$ cat config.mk
export PLATFORM = sky130hd
export DESIGN_NAME = alu_uart_sequencer_flat
export DESIGN_NICKNAME = d
export VERILOG_FILES = /design/src/rtl/alu_uart_sequencer_if.sv /design/src/rtl/alu_uart_sequencer.sv /design/src/flat_wrapper.sv
export SDC_FILE = /design/constraint.sdc
export NUM_CORES = 1
export LEC_CHECK = 0
export ABC_AREA = 1
export CAP_MARGIN = 15
export CORE_ASPECT_RATIO = 0.9
export CORE_MARGIN = 3
export CORE_UTILIZATION = 42
export DETAILED_ROUTE_END_ITERATION = 6
export PLACE_DENSITY = 0.79
export RECOVER_POWER = 50
export SLEW_MARGIN = 20
export SYNTH_ARGS = -nofsm -noshare
export SYNTH_HDL_FRONTEND = slang
export SYNTH_SLANG_ARGS = --single-unit
$ cat constraint.sdc
create_clock -name clk -period 1.5 [get_ports clk]
set_input_delay 0.15 -clock clk [delete_from_list [all_inputs] [get_ports clk]]
set_output_delay 0.15 -clock clk [all_outputs]
set_load 0.005 [all_outputs]
$ cat src/rtl/alu_uart_sequencer_if.sv
// alu_uart_sequencer_if: UART RX/TX and ALU operand/result bundle for the sequencer
interface alu_uart_sequencer_if #(
    parameter int NB_DATA   = 8,
    parameter int NB_OPCODE = 6
);
    logic [NB_DATA-1:0]   rx_data;
    logic                 rx_valid;
    logic [NB_DATA-1:0]   alu_result;
    logic                 tx_busy;
    logic                 tx_done;
    logic [NB_DATA-1:0]   dato_a;
    logic [NB_DATA-1:0]   dato_b;
    logic [NB_OPCODE-1:0] opcode;
    logic [NB_DATA-1:0]   tx_data;
    logic                 tx_start;
    logic                 ready;
    logic                 overrun;
    modport master (
        input  rx_data, rx_valid, alu_result, tx_busy, tx_done,
        output dato_a, dato_b, opcode, tx_data, tx_start, ready, overrun
    );
    modport slave (
        output rx_data, rx_valid, alu_result, tx_busy, tx_done,
        input  dato_a, dato_b, opcode, tx_data, tx_start, ready, overrun
    );
endinterface

$ cat src/rtl/alu_uart_sequencer.sv
// alu_uart_sequencer: collects A, B, opcode bytes from UART RX, feeds the ALU and sends its result to UART TX
module alu_uart_sequencer #(
    parameter int NB_DATA   = 8,
    parameter int NB_OPCODE = 6
) (
    input logic                  clk,
    input logic                  reset,
    alu_uart_sequencer_if.master bus
);
    typedef enum logic [2:0] {WAIT_A, WAIT_B, WAIT_OP, EXEC, SEND, WAIT_TX} state_t;
    state_t               state_q, state_d;
    logic [NB_DATA-1:0]   dato_a_q, dato_a_d;
    logic [NB_DATA-1:0]   dato_b_q, dato_b_d;
    logic [NB_OPCODE-1:0] opcode_q, opcode_d;
    logic [NB_DATA-1:0]   tx_data_q, tx_data_d;
    logic                 tx_start_q, tx_start_d;
    logic                 overrun_q, overrun_d;
    logic                 ready;
    logic                 rx_unused;
    assign ready     = state_q == WAIT_A || state_q == WAIT_B || state_q == WAIT_OP;
    assign rx_unused = ^bus.rx_data[NB_DATA-1:NB_OPCODE];
    always_comb begin
        state_d    = state_q;
        dato_a_d   = dato_a_q;
        dato_b_d   = dato_b_q;
        opcode_d   = opcode_q;
        tx_data_d  = tx_data_q;
        tx_start_d = 1'b0;
        overrun_d  = overrun_q | (bus.rx_valid & ~ready);
        case (state_q)
            WAIT_A:  if (bus.rx_valid) begin
                dato_a_d = bus.rx_data;
                state_d  = WAIT_B;
            end
            WAIT_B:  if (bus.rx_valid) begin
                dato_b_d = bus.rx_data;
                state_d  = WAIT_OP;
            end
            WAIT_OP: if (bus.rx_valid) begin
                opcode_d = bus.rx_data[NB_OPCODE-1:0];
                state_d  = EXEC;
            end
            EXEC: begin
                tx_data_d = bus.alu_result;
                state_d   = SEND;
            end
            SEND:    if (!bus.tx_busy) begin
                tx_start_d = 1'b1;
                state_d    = WAIT_TX;
            end
            // a tx_done coinciding with our own start pulse cannot belong to this frame
            WAIT_TX: state_d = (bus.tx_done && !tx_start_q) ? WAIT_A : WAIT_TX;
            default: state_d = WAIT_A;
        endcase
    end
    always_ff @(posedge clk) begin
        if (reset) begin
            state_q    <= WAIT_A;
            dato_a_q   <= '0;
            dato_b_q   <= '0;
            opcode_q   <= '0;
            tx_data_q  <= '0;
            tx_start_q <= 1'b0;
            overrun_q  <= 1'b0;
        end else begin
            state_q    <= state_d;
            dato_a_q   <= dato_a_d;
            dato_b_q   <= dato_b_d;
            opcode_q   <= opcode_d;
            tx_data_q  <= tx_data_d;
            tx_start_q <= tx_start_d;
            overrun_q  <= overrun_d;
        end
    end
    assign bus.dato_a   = dato_a_q;
    assign bus.dato_b   = dato_b_q;
    assign bus.opcode   = opcode_q;
    assign bus.tx_data  = tx_data_q;
    assign bus.tx_start = tx_start_q;
    assign bus.ready    = ready;
    assign bus.overrun  = overrun_q;
endmodule

$ cat src/flat_wrapper.sv
// flat-port wrapper written by rule: the top's interface ports become plain ports
module alu_uart_sequencer_flat 
#(
    parameter int NB_DATA   = 8,
    parameter int NB_OPCODE = 6
)
  (clk, reset, bus_rx_data, bus_rx_valid, bus_alu_result, bus_tx_busy, bus_tx_done, bus_dato_a, bus_dato_b, bus_opcode, bus_tx_data, bus_tx_start, bus_ready, bus_overrun);
  alu_uart_sequencer_if #(.NB_DATA(NB_DATA), .NB_OPCODE(NB_OPCODE)) bus_i ();
  input logic clk;
  input logic reset;
  input wire logic [$bits(bus_i.rx_data)-1:0] bus_rx_data;
  input wire logic [$bits(bus_i.rx_valid)-1:0] bus_rx_valid;
  input wire logic [$bits(bus_i.alu_result)-1:0] bus_alu_result;
  input wire logic [$bits(bus_i.tx_busy)-1:0] bus_tx_busy;
  input wire logic [$bits(bus_i.tx_done)-1:0] bus_tx_done;
  output wire logic [$bits(bus_i.dato_a)-1:0] bus_dato_a;
  output wire logic [$bits(bus_i.dato_b)-1:0] bus_dato_b;
  output wire logic [$bits(bus_i.opcode)-1:0] bus_opcode;
  output wire logic [$bits(bus_i.tx_data)-1:0] bus_tx_data;
  output wire logic [$bits(bus_i.tx_start)-1:0] bus_tx_start;
  output wire logic [$bits(bus_i.ready)-1:0] bus_ready;
  output wire logic [$bits(bus_i.overrun)-1:0] bus_overrun;
  assign bus_i.rx_data = bus_rx_data;
  assign bus_i.rx_valid = bus_rx_valid;
  assign bus_i.alu_result = bus_alu_result;
  assign bus_i.tx_busy = bus_tx_busy;
  assign bus_i.tx_done = bus_tx_done;
  assign bus_dato_a = bus_i.dato_a;
  assign bus_dato_b = bus_i.dato_b;
  assign bus_opcode = bus_i.opcode;
  assign bus_tx_data = bus_i.tx_data;
  assign bus_tx_start = bus_i.tx_start;
  assign bus_ready = bus_i.ready;
  assign bus_overrun = bus_i.overrun;
  alu_uart_sequencer #(.NB_DATA(NB_DATA), .NB_OPCODE(NB_OPCODE)) u_core (.clk(clk), .reset(reset), .bus(bus_i));
endmodule
Word level (Yosys, flattened, before mapping)
Index checks and enable logic that the tools add are counted.
{"block": "op_classes", "addsub": 0, "magnitude_cmp": 0, "shifts": 0, "n_div": 0, "n_bitwise": 4, "muxes": 7, "n_eq_ne": 9, "n_reduce_logical": 10, "n_mul": 0}
{"op": "one-hot mux 3 bit (6 select lines)", "n": 1}
{"op": "two-way mux 3 bit", "n": 5}
{"op": "!= test 2 bit (second input constant)", "n": 4}
{"op": "== test 3 x 2 -> 1 bit (second input constant)", "n": 2}
{"op": "== test 3 bit (second input constant)", "n": 2}
{"op": "AND reduction 2 bit", "n": 3}
{"op": "AND reduction 4 bit", "n": 1}
{"op": "== test 3 x 1 -> 1 bit (second input constant)", "n": 1}
{"op": "zero test 3 bit", "n": 1}
{"op": "logical OR 1 bit", "n": 2}
{"op": "inverter 1 bit", "n": 2}
{"op": "OR reduction 2 bit", "n": 1}
{"op": "bitwise AND 1 bit", "n": 1}
{"op": "logical AND 1 bit", "n": 1}
{"op": "zero test 1 bit", "n": 1}
{"op": "two-way mux 1 bit", "n": 1}
{"op": "OR 1 bit", "n": 1}
{"block": "totals", "rom_bits": 0, "mem_count": 0, "wordCells": 37, "latchBits": 0, "reg_bits": 35, "ramBits": 0, "output_inout_bits": 33}

Depth between registers and ports, before layout
{"block": "logic_depth", "depth_word": 6, "ltp_mapped": 7, "depth_no_buf": 7}

Worst setup path before layout
OpenSTA, ideal clock, no wires.
{"block": "synth_path", "kind": "register to register", "startpoint": "register u_core.state_q[0]", "endpoint": "register u_core.opcode_q[4] (netlist: u_core.bus.opcode[4])", "setup_time_ps": 132, "setup_slack_ps": 466, "path_stages_with_launch": 7, "path_buffers": 0, "synth_period_minus_slack_ps": 1034, "arrival_time_ps": 902, "path_cell_list": "dfxtp_1 nor2_2 nand2_1 inv_2 nand2_2 nand2_1 a21oi_1"}
{"block": "synth_between", "elab_chain_cells": 2}
{"element": "start: declaration", "line_no": "alu_uart_sequencer.sv:11", "rtl": "state_t state_q, state_d;"}
{"element": "start signal: assignment", "line_no": "alu_uart_sequencer.sv:66", "rtl": "state_q <= state_d;"}
{"element": "== test 3 x 2 -> 1 bit", "line_no": "alu_uart_sequencer.sv:30", "rtl": "case (state_q)"}
{"element": "AND reduction 2 bit (no source line)"}
{"element": "end signal: assignment", "line_no": "alu_uart_sequencer.sv:69", "rtl": "opcode_q <= opcode_d;"}
{"element": "end: declaration", "line_no": "alu_uart_sequencer.sv:14", "rtl": "logic [NB_OPCODE-1:0] opcode_q, opcode_d;"}
Every way passes these cells.
A chain may end at the register's enable or synchronous reset.

Worst setup path in the final report
{"block": "layout_path", "startpoint": "register u_core.dato_a_q[4] (netlist: u_core.bus.dato_a[4])", "endpoint": "output port bus_dato_a[4]"}
{"element": "start: declaration", "line_no": "alu_uart_sequencer.sv:12", "rtl": "logic [NB_DATA-1:0] dato_a_q, dato_a_d;"}
{"element": "start signal: assignment", "line_no": "alu_uart_sequencer.sv:67", "rtl": "dato_a_q <= dato_a_d;"}
{"element": "end: declaration", "line_no": "flat_wrapper.sv:16", "rtl": "output wire logic [$bits(bus_i.dato_a)-1:0] bus_dato_a;"}
No word-level cell between the ends.

==> results.toml <==
[outcome]
status = "complete, no violations"

[worst_setup_path]
crit_path_end_kind = "primary output"
path_buf_inv = 1
crit_slowest_cell = "clkdlybuf4s50_1"
critical-path-top-delay-family = "buffers and inverters"
worstPathMaxFanout = 2
slowest_delay_ns = 0.52
path_class = "reg2out"
start_kind = "flop"
path_cells = "clkdlybuf4s50_1"
cp.arrival_ns = 1.20
worst_ep_required_time_ns = 1.35

[sta]
finalSetupTns_ns = 0
setup-violations-final = 0
rsz0062_at_grt = "no"
hold_violations = 0
holdWs_ns = 0.373
min_period_ns = 1.35
report.final.slew_viol_count = 0
fin_skew_ns = 0.00584
worst_pin_slew_ns = 0.359
period_share = 0.903
fmax_ghz = 0.738
slew_headroom = 0.760

[logic_synthesis]
synth_cell_types = 21
synth_xor_area_frac = 0
synth_compound_area_frac = 0.156
synthAdderAreaFrac = 0
yosysSeqAreaShare = 0.520
yosys_register_bits = 35
avgSynthCellArea_um2 = 7.97
yosys_warnings = 0
synth.area.mux_share = 0
syn_inst = 169
synth_area_leaders = "dfxtp_1, nand2_1, a21oi_1"
synth_area_um2 = 1350
synthSimpleGateAreaFrac = 0.271
synth_top_family_by_area = "simple AND/OR/NAND/NOR gates"
synth_top_area_frac = 0.520
synth_nets = 190
synth_top_area_cell = "dfxtp_1"

[power_and_ir_drop]
swShare = 0.261
vdd_drop_max_v = 0.000686
p_switching_uw = 458
seq_power_share = 0.571
p_leak_uw = 0.000701
powerDensity_nw_per_um2 = 902
internal_power_uw = 1300
pwr-share-comb = 0.175
total_power_uw = 1760
power_frac_clock = 0.254

[final_layout]
drive_gt1_frac = 0.0885
nets = 248
area_growth_pct = 44.5
final_cell_area_um2 = 1950
n_antenna_cell = 0
fillers = 251
multi_input_area_um2 = 561
regArea_um2 = 702
final_util = 0.670

[global_routing]
grt_usage = 0.194
grt_max_degree = 22
grt_pass1_wl_um = 5580
antenna_found_initial = 0
grt_pass1_vias = 1263
grt_overflow = 0

[clock_tree]
post_cts_buffers = 0
cts_resized = 3
clk_path_buf_depth = 2
cts_tree = "built"
hold_buffers = 0
cts.sinks = 35
cts_root_buf = "clkbuf_4"
path_clk_slew_ns = 0.09
numCtsBuffers = 5
htreeDepth = 2
insertion_delay_ns = 0.34

[detailed_routing]
wl_um = 3460
viasPerCell = 4.90
first_pass_iters = 4
avgRoutedWirePerCell_um = 13.0
drtIter0Drc = 74
drc_errors = 0
vias = 1304
final_antenna_net_count = 0

[floorplan]
ios = 54
dieArea_um2 = 3920
initial_utilization = 0.464
die_w_um = 65.7
rows = 18
die_h_um = 59.7
core_area_um2 = 2910

[run]
max_cap_violations = 0

[worst_hold_path]
hp-class = "in2reg"

[placed_design]
gp_congestion = 0.852
portBuffers = 53
dp_hpwl_um = 2700
placed_area_um2 = 1930
[synth_stat cells]
master	number
clkinv_4	1
nor2_2	1
a31oi_1	1
o21bai_1	1
clkbuf_2	1
nor2_1	3
nand3_1	9
clkbuf_1	2
clkinv_2	1
nand2_2	3
buf_1	1
nand2_1	62
nor3_1	1
nor2_4	1
a21oi_1	27
nand3_4	2
inv_1	6
inv_2	3
buf_4	1
dfxtp_1	35
a21oi_2	7
[placed cells by master (no fill, tap or decap), types with 2 or more instances in the layout]
| cell | instances |
|---|---|
| nand2_1 | 62 |
| clkdlybuf4s50_1 | 52 |
| dfxtp_1 | 34 |
| a21oi_1 | 31 |
| inv_1 | 10 |
| nand3_1 | 9 |
| clkbuf_4 | 5 |
| nand2_2 | 3 |
| nor2_1 | 3 |
| a21oi_2 | 3 |
| buf_4 | 3 |
| nand3_4 | 2 |
[per-layer routing]
metal  vias to the layer above  routed length [µm]  GRT usage
li1                        663                   -          -
met1                       591                1470      0.227
met2                        45                1740      0.309
met3                         5                 195     0.0733
met4                         0                  57      0.101
met5                         -                   0          0
[logic make-up after synthesis]
logic type	after synthesis
AO/OA/AOI/OAI	36
buffers and inverters	16
flip-flops	35
AND/OR/NAND/NOR	82
[path summary, 6_finish.rpt]
check                              from               endpoint  slack [ns]  cells after the start
hold reg to reg   u_core.bus.tx_data[5]  u_core.bus.tx_data[5]        0.47                      2
hold / removal        bus_alu_result[4]  u_core.bus.tx_data[4]        0.37                      3
setup / recovery   u_core.bus.dato_a[4]          bus_dato_a[4]        0.15                      1
setup reg to reg      u_core.state_q[1]   u_core.bus.dato_a[4]        0.19                      5
[sequential cells by signal (all words and copies together) (netlist names)]
signal and flops:
u_core.bus.dato_a 8, u_core.bus.dato_b 8, u_core.bus.opcode 6, u_core.bus.overrun 1, u_core.bus.tx_data 8, u_core.bus.tx_start 1
u_core.state_q 3
[cell type report]
type / instances / area share
sequential: 35 / 0.361
multi-input combinational: 118 / 0.288
timing repair buffer: 56 / 0.283
tap: 40 / 0.0257
clock buffer: 6 / 0.0212
inverter: 11 / 0.0212
[through the flow]
| stage | worst slack [ns] | cells |
|---|---|---|
| floorplan | 0.466 | 169 |
| global placement | 0.112 | 260 |
| detailed placement | 0.0301 | 260 |
| CTS | 0.113 | 266 |
| global route | 0.0539 | 266 |
| finish | 0.146 | 266 |
[power by group through the flow]
stage	Sequential (µW)	Combinational, µW	Clock, µW
after CTS	1000	318	466
after floorplan	1020	146	0
final	1000	307	446
after detailed placement	1020	318	0
after global placement	1020	310	0
after global routing	1010	338	503
Note: power is estimated with default switching activity, not from simulation.
==> RTL change, RTL diff (config.mk and constraints unchanged) <==
Make the reset (`reset`) asynchronous in one clocked block.
--- a/src/rtl/alu_uart_sequencer.sv
+++ b/src/rtl/alu_uart_sequencer.sv
@@ -53,7 +53,7 @@
             default: state_d = WAIT_A;
         endcase
     end
-    always_ff @(posedge clk) begin
+    always_ff @(posedge clk or posedge reset) begin
         if (reset) begin
             state_q    <= WAIT_A;
             dato_a_q   <= '0;
Function: differs if reset is asserted again (counterexample within 4 cycles, from zero or initial values and one cycle with reset high); with reset held inactive, the same outputs for 10 cycles.
==> RTL change against the unedited design <==
Critical path depth grew 4; synthesized area is 5.0% higher; sequential share of layout area is 5.3 points higher; worst setup slack got worse by 0.089 ns; utilization up 0.61 points; cell area increased by 9.0%; sequential cell count unchanged; synthesized cell count shrank 12%; routed wire length down 7.2%; register-to-register slack got worse by 0.13 ns.
Power is not compared: it rests on default switching activity, and its combinational part moved more than twofold at a synthesized area within 25%.
==> RTL change: results (changes against the unedited design) <==
[logic_synthesis]
ys_types = 17  ; was 21
synth_compound_area_frac = 0.140  ; was 0.156
synthTopCellsByArea = dfrtp_1, nand2_1, inv_1, o21ai_1, o21ai_2  ; was dfxtp_1, nand2_1, a21oi_1, a21oi_2, nand3_1
synthMuxAreaShare = 0  ; unchanged
synth_nets = 170  ; was 190

[detailed_routing]
drtIter0Drc = 110  ; was 74
wl_per_cell_um = 12.8  ; was 13.0 um

[run_status]
outcome = finished, final reports clean  ; unchanged

[global_route]
first_global_vias = 1141  ; was 1263
grt_use_total = 0.173  ; was 0.194
grt_max_degree = 34  ; was 22
grt_pass1_wl_um = 5130  ; was 5580 um

[placed_design]
place_ws_ns = 0.0945  ; was 0.0301 ns
globalplace.congestion = 0.783  ; was 0.852
place_area_sq_um = 1990  ; was 1930 sq um
post-dp-hpwl_um = 2400  ; was 2700 um

[clock_tree]
cts-root-buf = clkbuf_8  ; was clkbuf_4
path_clk_slew_ns = 0.07  ; was 0.09 ns
clk_latency_ns = 0.28  ; was 0.34 ns

[finish]
fin_nets = 229  ; was 248
layout-drive-gt1-share = 0.134  ; was 0.0885
nFillCells = 263  ; was 251
fin_cells = 251  ; was 266

[sta]
worst_pin_slew_ns = 0.791  ; was 0.359 ns
clock-skew-final_ns = 0.00556  ; was 0.00584 ns

[power_and_ir_drop]
finalPower_uw = 4220

[setup_path]
crit_path_max_fanout = 16  ; was 2
max_stage_delay_ns = 0.42  ; was 0.52 ns

## RTL change: changes by cell type after synthesis, moves of 9 or more
cell     unedited run  this run
a21oi_1            27         1
o21ai_0             0         9
dfrtp_1             0        35
o21ai_1             0        14
nand2_1            62        43
inv_1               6        22
dfxtp_1            35         0
## RTL change: path summary, 6_finish.rpt
kind	slack, ns	start	end
worst max-delay path	0.06	u_core.state_q[0]	u_core.bus.dato_a[7]
worst min-delay path	0.18	reset	u_core.bus.tx_data[0]
worst max register to register	0.06	u_core.state_q[0]	u_core.bus.dato_a[7]
worst min register to register	0.48	u_core.bus.dato_b[6]	u_core.bus.dato_b[6]
max in group asynchronous	0.32	reset	u_core.state_q[1]
min in group clk	0.42	bus_alu_result[5]	u_core.bus.tx_data[5]
## RTL change: final cells by class
class | count | area [sq um] | area share
Clock buffer | 6 | 82.6 | 0.0389
Clock inverter | 2 | 35.0 | 0.0165
Inverter | 23 | 86.3 | 0.0407
Multi-Input combinational cell | 87 | 438 | 0.206
Sequential cell | 35 | 878 | 0.414
Tap cell | 42 | 52.6 | 0.0248
Timing Repair Buffer | 56 | 549 | 0.259
## RTL change: critical path: cells and delay by family, from the launching register on
family                 cells  cell delay [ns]
AND/OR/NAND/NOR            3             0.65
flip-flops                 1             0.42
buffers and inverters      1             0.16
AO/OA/AOI/OAI              1             0.08
## RTL change: layer usage
layer / wire [um] / track usage / vias up
met5: 0 / 0 / -
met4: 74 / 0.0694 / 0
met3: 173 / 0.0566 / 12
met2: 1710 / 0.305 / 37
met1: 1260 / 0.195 / 549
li1: - / - / 582
## RTL change: cells by family after synthesis
kind of cell / count (synthesis)
compound gates: 33
buf+inv: 27
simple gates: 54
flops: 35
